<file path="src/rtl/uart_pkg.sv">
`default_nettype none
// ============================================================================
//  Module      : uart_pkg
//  Description : Definitions shared by the UART transmit and receive paths:
//                frame FSM state encoding, parity-mode constants and the
//                bit-period helper.
//  Revision    : 1.0 - initial release
// ============================================================================
package uart_pkg;

    // Frame FSM states, explicitly 3 bits wide
    typedef enum logic [2:0] {
        ST_IDLE   = 3'd0,
        ST_START  = 3'd1,
        ST_DATA   = 3'd2,
        ST_PARITY = 3'd3,
        ST_STOP   = 3'd4
    } state_t;

    localparam int PARITY_EVEN = 0;
    localparam int PARITY_ODD  = 1;

    // Bit period in clk cycles: 2*(ticks+1), kept modulo 2^33. For
    // ticks = 2^32-1 the result wraps to 0, but (result - 1) taken in the
    // same 33-bit width is still the correct terminal count 2^33-1.
    function automatic logic [32:0] bit_period(input logic [31:0] ticks);
        return {ticks, 1'b0} + 33'd2;
    endfunction

endpackage
`default_nettype wire

</file>
<file path="src/rtl/uart_baud_gen.sv">
`default_nettype none
// ============================================================================
//  Module      : uart_baud_gen
//  Description : Bit-period timer. Counts 0 .. P-1 with P = 2*(ticks+1) and
//                flags the last cycle of each bit period.
//  Ports       : clk, reset    - clock, asynchronous active-high reset
//                i_clear       - restart the count at 0 (frame accept)
//                i_enable      - count while a frame is on the line
//                i_ticks       - latched baud setting
//                o_bit_end     - one-cycle pulse on the last cycle of a bit
//  Revision    : 1.0 - initial release
// ============================================================================
module uart_baud_gen
    import uart_pkg::*;
(
    input  logic        clk,
    input  logic        reset,
    input  logic        i_clear,
    input  logic        i_enable,
    input  logic [31:0] i_ticks,
    output logic        o_bit_end
);

    logic [32:0] r_cnt;
    logic [32:0] w_term;

    assign w_term    = bit_period(i_ticks) - 33'd1;
    assign o_bit_end = i_enable && (r_cnt == w_term);

    always_ff @(posedge clk or posedge reset) begin
        if (reset) begin
            r_cnt <= '0;
        end else if (i_clear) begin
            r_cnt <= '0;
        end else if (i_enable) begin
            if (o_bit_end) r_cnt <= '0;
            else           r_cnt <= r_cnt + 33'd1;
        end
    end

endmodule
`default_nettype wire

</file>
<file path="src/rtl/uart_tx_frame.sv">
`default_nettype none
// ============================================================================
//  Module      : uart_tx_frame
//  Description : UART frame transmitter. Accepts a word on a valid/ready
//                handshake and sends start bit, DATA_BITS data bits LSB
//                first, optional parity bit and SB_TICKS stop bits.
//  Ports       : clk, reset    - clock, asynchronous active-high reset
//                ticks_per_bit - baud setting, bit = 2*(ticks_per_bit+1) clks
//                tx_start      - word on tx_data_in is valid
//                tx_data_in    - word to send
//                tx_ready      - a word can be accepted (FSM idle)
//                tx_busy       - frame in progress
//                tx_done       - one-cycle pulse when the frame completes
//                tx            - serial line, idle high
//  Revision    : 1.0 - initial release
// ============================================================================
module uart_tx_frame
    import uart_pkg::*;
#(
    parameter int DATA_BITS = 8,
    parameter int SB_TICKS  = 2,
    parameter int IS_PARITY = 1,
    parameter int PARITY    = 0
) (
    input  logic                 clk,
    input  logic                 reset,
    input  logic [31:0]          ticks_per_bit,
    input  logic                 tx_start,
    input  logic [DATA_BITS-1:0] tx_data_in,
    output logic                 tx_ready,
    output logic                 tx_busy,
    output logic                 tx_done,
    output logic                 tx
);

    localparam int c_IDX_W = $clog2(DATA_BITS);

    state_t               r_state;
    logic [DATA_BITS-1:0] r_shreg;
    logic [c_IDX_W-1:0]   r_bit_idx;
    logic                 r_stop_cnt;
    logic                 r_parity;
    logic [31:0]          r_ticks;
    logic                 r_tx;
    logic                 r_done;
    logic                 w_accept;
    logic                 w_bit_end;
    logic                 w_parity;

    assign tx_ready = (r_state == ST_IDLE);
    assign tx_busy  = !tx_ready;
    assign tx_done  = r_done;
    assign tx       = r_tx;
    assign w_accept = tx_start && tx_ready;
    assign w_parity = (^tx_data_in) ^ (PARITY == PARITY_ODD);

    uart_baud_gen u_baud (
        .clk       (clk),
        .reset     (reset),
        .i_clear   (w_accept),
        .i_enable  (tx_busy),
        .i_ticks   (r_ticks),
        .o_bit_end (w_bit_end)
    );

    // The shift register is consumed from bit 0; each bit period end moves
    // the next data bit onto the line and shifts the rest down.
    always_ff @(posedge clk or posedge reset) begin
        if (reset) begin
            r_state    <= ST_IDLE;
            r_shreg    <= '0;
            r_bit_idx  <= '0;
            r_stop_cnt <= 1'b0;
            r_parity   <= 1'b0;
            r_ticks    <= '0;
            r_tx       <= 1'b1;
            r_done     <= 1'b0;
        end else begin
            r_done <= 1'b0;
            case (r_state)
                ST_IDLE: begin
                    if (tx_start) begin
                        r_shreg  <= tx_data_in;
                        r_ticks  <= ticks_per_bit;
                        r_parity <= w_parity;
                        r_tx     <= 1'b0;
                        r_state  <= ST_START;
                    end
                end
                ST_START: begin
                    if (w_bit_end) begin
                        r_tx      <= r_shreg[0];
                        r_shreg   <= r_shreg >> 1;
                        r_bit_idx <= '0;
                        r_state   <= ST_DATA;
                    end
                end
                ST_DATA: begin
                    if (w_bit_end) begin
                        if (r_bit_idx == c_IDX_W'(DATA_BITS - 1)) begin
                            r_stop_cnt <= 1'b0;
                            if (IS_PARITY != 0) begin
                                r_tx    <= r_parity;
                                r_state <= ST_PARITY;
                            end else begin
                                r_tx    <= 1'b1;
                                r_state <= ST_STOP;
                            end
                        end else begin
                            r_tx      <= r_shreg[0];
                            r_shreg   <= r_shreg >> 1;
                            r_bit_idx <= r_bit_idx + 1'b1;
                        end
                    end
                end
                ST_PARITY: begin
                    if (w_bit_end) begin
                        r_tx    <= 1'b1;
                        r_state <= ST_STOP;
                    end
                end
                ST_STOP: begin
                    if (w_bit_end) begin
                        if (r_stop_cnt == 1'(SB_TICKS - 1)) begin
                            r_done  <= 1'b1;
                            r_state <= ST_IDLE;
                        end else begin
                            r_stop_cnt <= r_stop_cnt + 1'b1;
                        end
                    end
                end
                default: begin
                    r_tx    <= 1'b1;
                    r_state <= ST_IDLE;
                end
            endcase
        end
    end

endmodule
`default_nettype wire

</file>
<file path="config.mk">
export PLATFORM = sky130hd
export DESIGN_NAME = uart_tx_frame
export DESIGN_NICKNAME = d
export VERILOG_FILES = /design/src/rtl/uart_pkg.sv /design/src/rtl/uart_baud_gen.sv /design/src/rtl/uart_tx_frame.sv
export SDC_FILE = /design/constraint.sdc
export NUM_CORES = 1
export LEC_CHECK = 0
export CAP_MARGIN = 0
export CELL_PAD_IN_SITES_DETAIL_PLACEMENT = 0
export CELL_PAD_IN_SITES_GLOBAL_PLACEMENT = 1
export CORE_MARGIN = 5
export CORE_UTILIZATION = 49
export CTS_CLUSTER_SIZE = 28
export DETAILED_ROUTE_END_ITERATION = 6
export PLACE_DENSITY_LB_ADDON = 0.2
export SYNTH_ARGS = -nofsm -noshare
export SYNTH_HDL_FRONTEND = slang
export SYNTH_HIERARCHICAL = 1
export SYNTH_SLANG_ARGS = --single-unit
</file>
<file path="constraint.sdc">
create_clock -name clk -period 5.5 [get_ports clk]
set_input_delay 1.1 -clock clk [delete_from_list [all_inputs] [get_ports clk]]
set_output_delay 1.1 -clock clk [all_outputs]
set_load 0.05 [all_outputs]
</file>
==> results of run 1 <==
## worst max-delay path by stage
stage	startpoint	to	slack [ns]	depth (start not counted)
after floorplan	r_state[0]$_DFFE_PP0P_	r_shreg[2]$_DFFE_PP0P_	1.85	12
after global placement	tx_start	u_baud/r_cnt[30]$_DFFE_PP0P_	1.56	7
after detailed placement	tx_start	u_baud/r_cnt[10]$_DFFE_PP0P_	1.48	7
after CTS	tx_start	u_baud/r_cnt[27]$_DFFE_PP0P_	1.87	7
after global routing	tx_start	u_baud/r_cnt[27]$_DFFE_PP0P_	1.62	7
final	tx_start	u_baud/r_cnt[27]$_DFFE_PP0P_	1.87	7
## stage by stage
stage / hold slack [ns] / utilization (%)
final: 0.5118 / 56.95
after global routing: 0.5390 / 56.95
after CTS: 0.5167 / 56.95
after detailed placement: 0.5034 / 54.95
after global placement: 0.4903 / 54.95
after floorplan: 0.4782 / -
## cells in the mapped netlist, types with 6 or more instances
master / count
mux2_1: 9
a21oi_1: 14
nand3_1: 39
nand2_1: 37
o21ai_1: 6
nor2_1: 15
nand4_1: 12
a21oi_2: 7
dfrtp_1: 82
mux2i_1: 9
o311ai_0: 9
o21ai_0: 7
xnor2_1: 23
or3_1: 14
xor2_1: 17
buf_6: 8
mux2_2: 24
buf_2: 7
inv_1: 16
## cell families after synthesis
logic type	after synthesis
mux	42
fa+ha+maj	4
flops	83
simple gates	157
compound gates	67
xor+xnor	40
buf+inv	37
## power groups by stage
stage	Sequential, mW	Combinational (mW)	Clock [mW]
final	0.752	0.208	0.422
after CTS	0.752	0.212	0.438
after floorplan	0.741	0.146	0
after global placement	0.760	0.205	0
after detailed placement	0.764	0.211	0
after global routing	0.765	0.237	0.466
## critical path, delay by kind of cell
kind / cells / cell delay, ns
AO/OA/AOI/OAI: 3 / 1.35
AND/OR/NAND/NOR: 3 / 1.02
buffers and inverters: 1 / 0.41
## state kept, by name (all words and copies together), names as in the netlist
register and cells:
r_state 3, r_stop_cnt 1, r_ticks 32, tx_done 1, r_parity 1, r_bit_idx 3
tx 1, u_baud/r_cnt 33, r_shreg 8
## cell type report
cell class	count	area [µm²]	area share [%]
clock buffers	10	127.6	2.460
inverters	16	60.06	1.158
multi-input cells	310	2245	43.27
repair buffers	49	483.0	9.310
well taps	111	138.9	2.677
clock inverters	5	55.05	1.061
flip-flops and latches	83	2078	40.06
## layer usage
metal  vias to the layer above  part of all wire [%]  track usage (%)
li1                       1630                     -                -
met5                         -                     0                0
met1                      1648                    47            26.89
met3                         9                   4.2            4.432
met2                        73                    48            30.63
met4                         0                   1.1            4.810
==> summary.txt, run 1 <==
Clock network
  – Clock-pin slew on the worst setup and hold paths: around 0.080 ns
  – Maximum clock insertion buffer count: 2
  – Cts bufs inserted: 9
  – Clock sinks: 83
  – Hold Buf Count CTS: 0
  – TritonCTS clock tree: yes
  – Post-CTS setup buffers: 0
  – Clk_lat worst skew: between 0.3 and 0.4 ns
  – H-tree level count: 3
  – Clock root buffer master: clkbuf_8
  – Post-CTS sizing: 0

Timing
  – Min Tclk post-route: 3.630 ns
  – Fin. Hold Viols: 0
  – Rel. slew slack: 18.85%
  – TNS Setup: 0 ns
  – RSZ-0062 raised after global routing: false
  – Worst-Margin Slew: 1.217 ns
  – Final setup fails: 0
  – Max Fclk: 0.2755 GHz
  – Clock skew: 0.01316 ns
  – Setup ws final: 1.870 ns
  – Slew Limit Fails: 0
  – Fin crit share: 66.00%

Route
  – Initial DRC count: 151
  – Via Count: 3360
  – Final ANT Viol Nets: 0
  – DR WL/cell: 17.08 µm
  – Initial DRT Pass Iterations: 5
  – Drc violations: 0
  – Post-Route WL: 9974 µm
  – Routed vias/inst: 5.753

Power and ir drop
  – Total power: roughly 1.4 mW
  – Leakage: ~2.2 nW
  – Combinational power share: around 15%
  – Int Pwr: roughly 1 mW
  – Net Sw Frac: between 20% and 30%
  – Net Sw Power: 0.3806 mW
  – Flop pwr share: 54.4%
  – Clock network power share: slightly above 30%
  – Pwr/cell area: 266.4 mW/mm²
  – Maximum vdd drop: 128.4 µV

Floorplanning
  – Cell row count: 35
  – Die Y: between 100 and 150 µm
  – Area of the core: around 0.0091 mm²
  – Die W: about 110 µm
  – Initial Utilization: 49.78%
  – I/O pin count: 47
  – Die Area: 0.01128 mm²

Critical path
  – FF-to-FF path depth: 7
  – Top cell by count, worst path: nor2b_1
  – CP max stage delay: 1.00 ns
  – Worst Path Class, Setup: in2reg
  – Startpoint Class: primary input
  – CP cell instances: clkdlybuf4s50_1 -> nor2b_1 -> and2_2 -> nor2b_1 -> o31a_1 -> a21oi_1 -> o21ai_0
  – R2R setup slack: 2.22 ns
  – Worst Path Required: approximately 5.8 ns
  – Crit path arrival time: 3.90 ns
  – CP max-delay cell: o31a_1
  – Reg2reg end: u_baud/r_cnt[4]$_DFFE_PP0P_
  – Critical R2R Launch: r_state[0]$_DFFE_PP0P_
  – Worst Path Max Fanout: 42
  – CP endpoint kind: flop

Place
  – Placed cells: 569
  – Placed inst area: 0.005005 mm²
  – Pre-CTS WS: 1.478 ns
  – Port bufs: 46
  – Hpwl dp: 7126 µm
  – Routability congestion estimate: 0.7896

Synthesis
  – EDFF count, synth: 0
  – Most used flip-flop cell after synthesis: dfrtp_1
  – Synth warn: 6
  – Synth top area share: about 45%
  – Leading cell types by total area after synthesis: dfrtp_1 (45%), mux2_2 (6.0%), xnor2_1 (4.4%), nand3_1 (4.3%), xor2_1 (3.3%)
  – Synthesized area per cell: 10.54 µm²
  – Post-synth ARST share: 100.0%
  – Synth Instances: 430
  – Largest area contributor in the netlist: dfrtp_1
  – Synthesized area: 0.004534 mm²
  – Post-synthesis mux area share: 10.18%
  – Post-synthesis compound-gate area fraction: 11.34%
  – Mapped Nets: 477
  – Post-synthesis adder-cell area fraction: 1.104%
  – Main combinational cell family by area after synthesis: simple AND/OR/NAND/NOR gates
  – Xor-xnor portion of the synthesized cell area: 7.726%
  – Number of synthesized register bits: 83
  – Synth Area in Simple Gates: between 10% and 20%
  – Synth cell types: 59
  – Register area share after synthesis: around 46%

Status
  – Status: finished, final reports clean

Final layout
  – Non-Filler Instances: 584
  – Nets: 516
  – Area Overhead vs Synth: 14.40%
  – # diodes: 0
  – Final instance area: a little over 0.005 mm²
  – Layout cells sized above 1: roughly 14%
  – Most common cell after layout, fill and taps aside: dfrtp_1
  – Most frequent cells in the layout: dfrtp_1 (82), clkdlybuf4s50_1 (46), nand3_1 (39)
  – Layout fillers: 831

Global route
  – Largest net degree at the start of global routing: 51
  – First-pass GRT wire length: between 15000 and 20000 µm
  – Vias in the first global route: 3451
  – Grt ovf: 0
  – Initial antenna violation count: 0
  – Gr usage total: 19.34%

Hold path
  – Hold path depth: 1
  – Hold Crit Class: reg2reg
  – Hold_sp: r_ticks[16]$_DFFE_PP0P_
  – Hold Path End: r_ticks[16]$_DFFE_PP0P_

Run
  – Max cap viols: 0
No activity file was read; power rests on OpenSTA's default activity.
==> run 2, diff against run 1 <==
--- a/config.mk
+++ b/config.mk
@@ -9,7 +9,7 @@
 export CELL_PAD_IN_SITES_DETAIL_PLACEMENT = 0
 export CELL_PAD_IN_SITES_GLOBAL_PLACEMENT = 1
 export CORE_MARGIN = 5
-export CORE_UTILIZATION = 49
+export CORE_UTILIZATION = 45
 export CTS_CLUSTER_SIZE = 28
 export DETAILED_ROUTE_END_ITERATION = 6
 export PLACE_DENSITY_LB_ADDON = 0.2
==> constraint.sdc (replaced) <==
create_clock -name clk -period 3.7 [get_ports clk]
set_input_delay 0.74 -clock clk [delete_from_list [all_inputs] [get_ports clk]]
set_output_delay 0.74 -clock clk [all_outputs]
set_load 0.05 [all_outputs]
==> run 2 against run 1 <==
Net effect: power rose by 47%; combinational power up 50%; die area increased by 8.0%; sequential cell count unchanged; cell count up 4.8%; register-to-register slack worse by 1.5 ns; highest routed layer unchanged.
==> summary.txt, run 2 (same netlist as run 1, synthesis figures left out) <==
Status
  – Status: finished, final reports clean (unchanged)

Timing
  – Max Fclk: 0.3319 GHz
  – TNS Setup: 0 ns (unchanged)
  – Final setup fails: 0 (unchanged)
  – Clock skew: 0.01234 ns (was 0.01316 ns)
  – Rel. slew slack: 19.53% (was 18.85%)
  – Slew Limit Fails: 0 (unchanged)
  – Min Tclk post-route: 3.013 ns
  – RSZ-0062 raised after global routing: false (unchanged)
  – Fin. Hold Viols: 0 (unchanged)
  – Fin crit share: 81.44%
  – Hold WS: 0.5197 ns (was 0.5118 ns)
  – Worst-Margin Slew: 1.207 ns (was 1.217 ns)

Final layout
  – Max reg flops: 33 (unchanged)
  – Non-Filler Instances: 612 (was 584)
  – Reg area: 0.002078 mm² (unchanged)
  – Top reg by flops: u_baud/r_cnt (unchanged)
  – Layout fillers: 931 (was 831)
  – # diodes: 0 (unchanged)
  – Area Overhead vs Synth: 15.81% (was 14.40%)
  – Biggest regs: u_baud/r_cnt: 33 flops, r_ticks: 32 flops, r_shreg: 8 flops (unchanged)
  – Nets: 521 (was 516)
  – Area taken by multi-input logic gates: 0.002245 mm² (unchanged)
  – Layout cells sized above 1: 14.61% (was 13.74%)
  – Most common cell after layout, fill and taps aside: dfrtp_1 (unchanged)
  – Most frequent cells in the layout: dfrtp_1 (82), clkdlybuf4s50_1 (46), nand3_1 (39) (unchanged)

Clock network
  – Maximum clock insertion buffer count: 2 (unchanged)
  – TritonCTS clock tree: yes (unchanged)
  – Clock root buffer master: clkbuf_8 (unchanged)
  – Clock sinks: 83 (unchanged)
  – Cts bufs inserted: 9 (unchanged)
  – Post-CTS sizing: 0 (unchanged)
  – H-tree level count: 3 (unchanged)
  – Clock-pin slew on the worst setup and hold paths: 0.09 ns (was 0.08 ns)
  – Hold Buf Count CTS: 0 (unchanged)
  – Clk_lat worst skew: 0.35 ns (about the same)
  – Post-CTS setup buffers: 0 (unchanged)

Global route
  – Vias in the first global route: 3364 (was 3451)
  – Initial antenna violation count: 0 (unchanged)
  – Largest net degree at the start of global routing: 42 (was 51)
  – First-pass GRT wire length: 17340 µm (was 17450 µm)
  – Grt ovf: 0 (unchanged)
  – Gr usage total: 18.68% (was 19.34%)

Route
  – Drc violations: 0 (unchanged)
  – Final ANT Viol Nets: 0 (unchanged)
  – Via Count: 3376 (was 3360)
  – DR WL/cell: 17.09 µm (was 17.08 µm)
  – Post-Route WL: 10460 µm (was 9974 µm)
  – Initial DRC count: 149 (was 151)
  – Initial DRT Pass Iterations: 4 (was 5)
  – Routed vias/inst: 5.516 (was 5.753)

Critical path
  – Worst Path Required: 3.94 ns (was 5.77 ns)
  – CP max stage delay: 1.01 ns (was 1.00 ns)
  – Worst Path Class, Setup: reg2reg (was in2reg)
  – Delay-heaviest family, CP: compound AO/OA/AOI/OAI gates (unchanged)
  – CP max-delay cell: o31ai_4 (was o31a_1)
  – CP cell instances: nor3_1 -> inv_1 -> nand3_1 -> or4_4 -> o31ai_4 -> o22ai_1 -> a21o_1 (was clkdlybuf4s50_1 -> nor2b_1 -> and2_2 -> nor2b_1 -> o31a_1 -> a21oi_1 -> o21ai_0)
  – Worst Path Max Fanout: 32 (was 42)
  – Buf/Inv on CP: 1 (unchanged)
  – Crit path arrival time: 3.26 ns (was 3.90 ns)
  – Startpoint Class: flop (was primary input)
  – CP endpoint kind: flop (unchanged)

Floorplanning
  – Die Area: 0.01218 mm² (was 0.01128 mm²)
  – Initial Utilization: 46.18% (was 49.78%)
  – Die W: 110.4 µm (was 106.2 µm)
  – Area of the core: 0.009819 mm² (was 0.009109 mm²)
  – I/O pin count: 47 (unchanged)
  – Cell row count: 36 (was 35)
  – Die Y: 110.4 µm (was 106.2 µm)

Place
  – Hpwl dp: 7561 µm (was 7126 µm)
  – Port bufs: 46 (unchanged)
  – Routability congestion estimate: 0.9041 (was 0.7896)
  – Placed cells: 596 (was 569)

Hold path
  – Hold Crit Class: reg2reg (unchanged)

Run
  – Max cap viols: 0 (unchanged)

Power and ir drop
  – Pwr/cell area: 387.0 mW/mm² (was 266.4 mW/mm²)
  – Leakage: 2.174 nW (was 2.156 nW)
  – Maximum vdd drop: 219.1 µV (was 128.4 µV)
run 2: per-layer routing:
layer / vias to the layer above / GRT usage (%) / part of all wire [%]
met2: 74 / 29.16 / 48
li1: 1639 / - / -
met3: 12 / 4.077 / 3.5
met1: 1651 / 25.53 / 47
met4: 0 / 6.948 / 1.8
met5: - / 0 / 0
run 2: worst paths after layout:
check / from / end / slack [ns] / cells past startpoint
setup / recovery: r_state[0]$_DFFE_PP0P_ / u_baud/r_cnt[4]$_DFFE_PP0P_ / 0.69 / 7
hold / removal: r_ticks[17]$_DFFE_PP0P_ / r_ticks[17]$_DFFE_PP0P_ / 0.52 / 1
setup reg to reg: r_state[0]$_DFFE_PP0P_ / u_baud/r_cnt[4]$_DFFE_PP0P_ / 0.69 / 7
hold reg to reg: r_ticks[17]$_DFFE_PP0P_ / r_ticks[17]$_DFFE_PP0P_ / 0.52 / 1
max in group asynchronous: reset / r_stop_cnt$_DFFE_PP0P_ / 2.17 / 3
min in group asynchronous: reset / u_baud/r_cnt[22]$_DFFE_PP0P_ / 0.79 / 2
run 2: through the flow:
stage	worst slack [ns]	power (mW)	utilization (%)	instance area (µm²)
finish	0.6868	2.032	53.48	5251
global route	0.4498	2.147	53.48	5251
CTS	0.6743	2.061	53.48	5251
detailed placement	0.7234	1.450	51.63	5070
global placement	0.7644	1.442	51.63	5070
floorplan	0.04696	1.319	-	4534
run 2: area by class of cell:
class                           count  area share (%)
Tap cell                          133           3.169
Timing Repair Buffer               54           9.912
Clock buffer                       13           3.026
Inverter                           16           1.144
Multi-Input combinational cell    310           42.74
Sequential cell                    83           39.58
Clock inverter                      3          0.4289
run 2: power breakdown:
group          switching (mW)  total [mW]  internal, mW
Sequential              0.115        1.12          1.00
Clock                   0.321       0.602         0.281
Combinational           0.132       0.311         0.179
Total                   0.567        2.03          1.46
run 2: worst register-to-register path, stage by stage, from the launching register on:
cell	delay [ns]
dfrtp_1	0.66
nor3_1	0.14
inv_1	0.11
nand3_1	0.08
or4_4	0.46
o31ai_4	1.01
o22ai_1	0.21
a21o_1	0.23
==> run 3, diff against run 2 <==
==> constraint.sdc (replaced) <==
create_clock -name clk -period 2.81 [get_ports clk]
set_input_delay 0.562 -clock clk [delete_from_list [all_inputs] [get_ports clk]]
set_output_delay 0.562 -clock clk [all_outputs]
set_load 0.05 [all_outputs]
==> run 3 against run 2 <==
Net effect: sequential power rose by 29%; wire length rose by 3.3%; critical path depth rose by 3; utilization rose by 2.8 points; clock skew fell by 0.0037 ns; register-to-register slack got worse by 0.46 ns; non-clock buffer count rose by 23; cell count rose by 3.9%; design area rose by 5.2%; via count rose by 3.3%; global-route usage rose by 0.39 points; clock power rose by 68%.
==> summary.txt, run 3 (same netlist as run 1, synthesis figures left out) <==
Power and ir drop
  – Flop pwr share: 49.2% (was 55.1%)
  – Net Sw Frac: 28.05% (was 27.91%)
  – Net Sw Power: 0.8240 mW (was 0.5671 mW)
  – Combinational power share: 16.5% (was 15.3%)
  – Leakage: 2.357 nW (was 2.174 nW)
  – Maximum vdd drop: 229.8 µV (was 219.1 µV)
  – Int Pwr: 2.113 mW (was 1.465 mW)
  – Clock network power share: 34.3% (was 29.6%)
  – Pwr/cell area: 531.5 mW/mm² (was 387.0 mW/mm²)

Timing
  – Clock skew: 0.008655 ns (was 0.01234 ns)
  – Slew Limit Fails: 0 (unchanged)
  – TNS Setup: 0 ns (unchanged)
  – Fin crit share: 91.83% (was 81.44%)
  – Min Tclk post-route: 2.581 ns (was 3.013 ns)
  – Worst-Margin Slew: 0.8329 ns (was 1.207 ns)
  – Max Fclk: 0.3875 GHz (was 0.3319 GHz)
  – Hold WS: 0.5166 ns (was 0.5197 ns)
  – Fin. Hold Viols: 0 (unchanged)
  – Rel. slew slack: 44.14% (was 19.53%)
  – Final setup fails: 0 (unchanged)
  – RSZ-0062 raised after global routing: false (unchanged)

Route
  – Initial DRC count: 189 (was 149)
  – Drc violations: 0 (unchanged)
  – Post-Route WL: 10810 µm (was 10460 µm)
  – Final ANT Viol Nets: 0 (unchanged)
  – Routed vias/inst: 5.481 (was 5.516)
  – DR WL/cell: 16.99 µm (was 17.09 µm)
  – Initial DRT Pass Iterations: 4 (unchanged)
  – Via Count: 3486 (was 3376)

Final layout
  – Layout cells sized above 1: 19.68% (was 14.61%)
  – Reg area: 0.002078 mm² (unchanged)
  – Nets: 545 (was 521)
  – Top reg by flops: u_baud/r_cnt (unchanged)
  – Biggest regs: u_baud/r_cnt: 33 flops, r_ticks: 32 flops, r_shreg: 8 flops (unchanged)
  – Max reg flops: 33 (unchanged)
  – # diodes: 0 (unchanged)
  – Final instance area: 0.005527 mm² (was 0.005251 mm²)
  – Most frequent cells in the layout: dfrtp_1 (82), clkdlybuf4s50_1 (46), nand3_1 (39) (unchanged)
  – Area Overhead vs Synth: 21.88% (was 15.81%)
  – Layout fillers: 930 (was 931)
  – Area taken by multi-input logic gates: 0.002273 mm² (was 0.002245 mm²)
  – Most common cell after layout, fill and taps aside: dfrtp_1 (unchanged)

Critical path
  – R2R setup slack: 0.23 ns (was 0.69 ns)
  – Reg2reg end: r_bit_idx[0]$_DFFE_PP0P_ (was u_baud/r_cnt[4]$_DFFE_PP0P_)
  – CP endpoint kind: flop (unchanged)
  – Worst Path Class, Setup: reg2reg (unchanged)
  – CP max stage delay: 0.42 ns (was 1.01 ns)
  – Worst Path Required: 3.10 ns (was 3.94 ns)
  – Worst Path Max Fanout: 11 (was 32)
  – Startpoint Class: flop (unchanged)
  – CP cell instances: xor2_1 -> nor4_1 -> buf_4 -> nand4_1 -> buf_4 -> nor3_4 -> buf_4 -> nor2b_1 -> mux2i_1 -> o2bb2ai_1 (was nor3_1 -> inv_1 -> nand3_1 -> or4_4 -> o31ai_4 -> o22ai_1 -> a21o_1)
  – Critical R2R Launch: r_ticks[19]$_DFFE_PP0P_ (was r_state[0]$_DFFE_PP0P_)
  – Crit path from: r_ticks[19]$_DFFE_PP0P_ (was r_state[0]$_DFFE_PP0P_)
  – Crit path arrival time: 2.87 ns (was 3.26 ns)
  – FF-to-FF path depth: 10 (was 7)
  – Top cell by count, worst path: buf_4
  – CP max-delay cell: dfrtp_1 (was o31ai_4)

Clock network
  – Post-CTS setup buffers: 0 (unchanged)
  – TritonCTS clock tree: yes (unchanged)
  – Clk_lat worst skew: 0.37 ns (was 0.35 ns)
  – Maximum clock insertion buffer count: 2 (unchanged)
  – Clock root buffer master: clkbuf_8 (unchanged)
  – Clock sinks: 83 (unchanged)
  – Clock-pin slew on the worst setup and hold paths: 0.09 ns (about the same)
  – H-tree level count: 3 (unchanged)
  – Cts bufs inserted: 9 (unchanged)

Floorplanning
  – Die Y: 110.4 µm (unchanged)
  – Die Area: 0.01218 mm² (unchanged)
  – Die W: 110.4 µm (unchanged)
  – Area of the core: 0.009819 mm² (unchanged)
  – Cell row count: 36 (unchanged)
  – I/O pin count: 47 (unchanged)
  – Initial Utilization: 46.18% (unchanged)

Hold path
  – Hold_sp: r_ticks[12]$_DFFE_PP0P_ (was r_ticks[17]$_DFFE_PP0P_)
  – Hold Path End: r_ticks[12]$_DFFE_PP0P_ (was r_ticks[17]$_DFFE_PP0P_)
  – Hold Crit Class: reg2reg (unchanged)
  – Hold path depth: 1 (unchanged)

Global route
  – Largest net degree at the start of global routing: 51 (was 42)
  – Vias in the first global route: 3443 (was 3364)
  – Gr usage total: 19.07% (was 18.68%)
  – Initial antenna violation count: 0 (unchanged)
  – Grt ovf: 0 (unchanged)
  – First-pass GRT wire length: 17640 µm (was 17340 µm)

Place
  – Placed inst area: 0.005284 mm² (was 0.005070 mm²)
  – Hpwl dp: 7790 µm (was 7561 µm)
  – Port bufs: 46 (unchanged)
  – Routability congestion estimate: 0.7741 (was 0.9041)

Run
  – Max cap viols: 0 (unchanged)

Status
  – Status: finished, final reports clean (unchanged)
## run 3: stage by stage
step,util [%],total power [mW],setup slack [ns],std cells
after global routing,56.28,3.081,0.06662,636
after CTS,56.15,2.968,0.1182,635
after global placement,53.81,1.942,0.1810,619
after floorplan,-,1.738,0.007182,430
final,56.28,2.937,0.2295,636
after detailed placement,53.81,1.958,0.1282,619
## run 3: how the worst max path moves through the flow
stage	endpoint	slack [ns]	cells past startpoint
detailed placement	u_baud/r_cnt[17]$_DFFE_PP0P_	0.13	7
global placement	u_baud/r_cnt[19]$_DFFE_PP0P_	0.18	7
global route	r_bit_idx[0]$_DFFE_PP0P_	0.07	9
finish	r_bit_idx[0]$_DFFE_PP0P_	0.23	10
CTS	u_baud/r_cnt[17]$_DFFE_PP0P_	0.12	7
floorplan	r_shreg[2]$_DFFE_PP0P_	0.007	12
## run 3: repair_timing
item / in CTS / in global routing
hold buffers: 0 / 0
gates resized for setup: 0 / 0
endpoints found under the setup margin: 0 / 10
## run 3: metal layers
layer / vias to the layer above / GRT usage (%) / routed length [µm]
met3: 14 / 3.203 / 525
li1: 1700 / - / -
met1: 1697 / 27.65 / 5016
met4: 0 / 7.036 / 174
met5: - / 0 / 0
met2: 75 / 28.68 / 5090
## run 3: worst max-delay path: cells and delay by family, from the launching register on
kind            cells  cell delay, ns
compound gates      1            0.16
xor+xnor            1            0.18
buf+inv             3            0.64
flops               1            0.42
mux                 1            0.10
simple gates        4            0.99
## run 3: layout make-up
type / instances / area share, %
clock buffer: 9 / 2.241
clock inverter: 7 / 1.924
inverter: 16 / 1.087
multi-input combinational: 311 / 41.14
sequential: 83 / 37.60
tap: 133 / 3.011
timing repair buffer: 77 / 13.00
## run 3: power by group through the flow
stage | Sequential [mW] | Clock (mW) | Combinational (mW)
2_1_floorplan | 1.45 | 0 | 0.288
3_3_place_gp | 1.47 | 0 | 0.476
3_5_place_dp | 1.47 | 0 | 0.487
4_1_cts | 1.45 | 1.03 | 0.489
5_1_grt | 1.47 | 1.08 | 0.536
6_report | 1.45 | 1.01 | 0.485
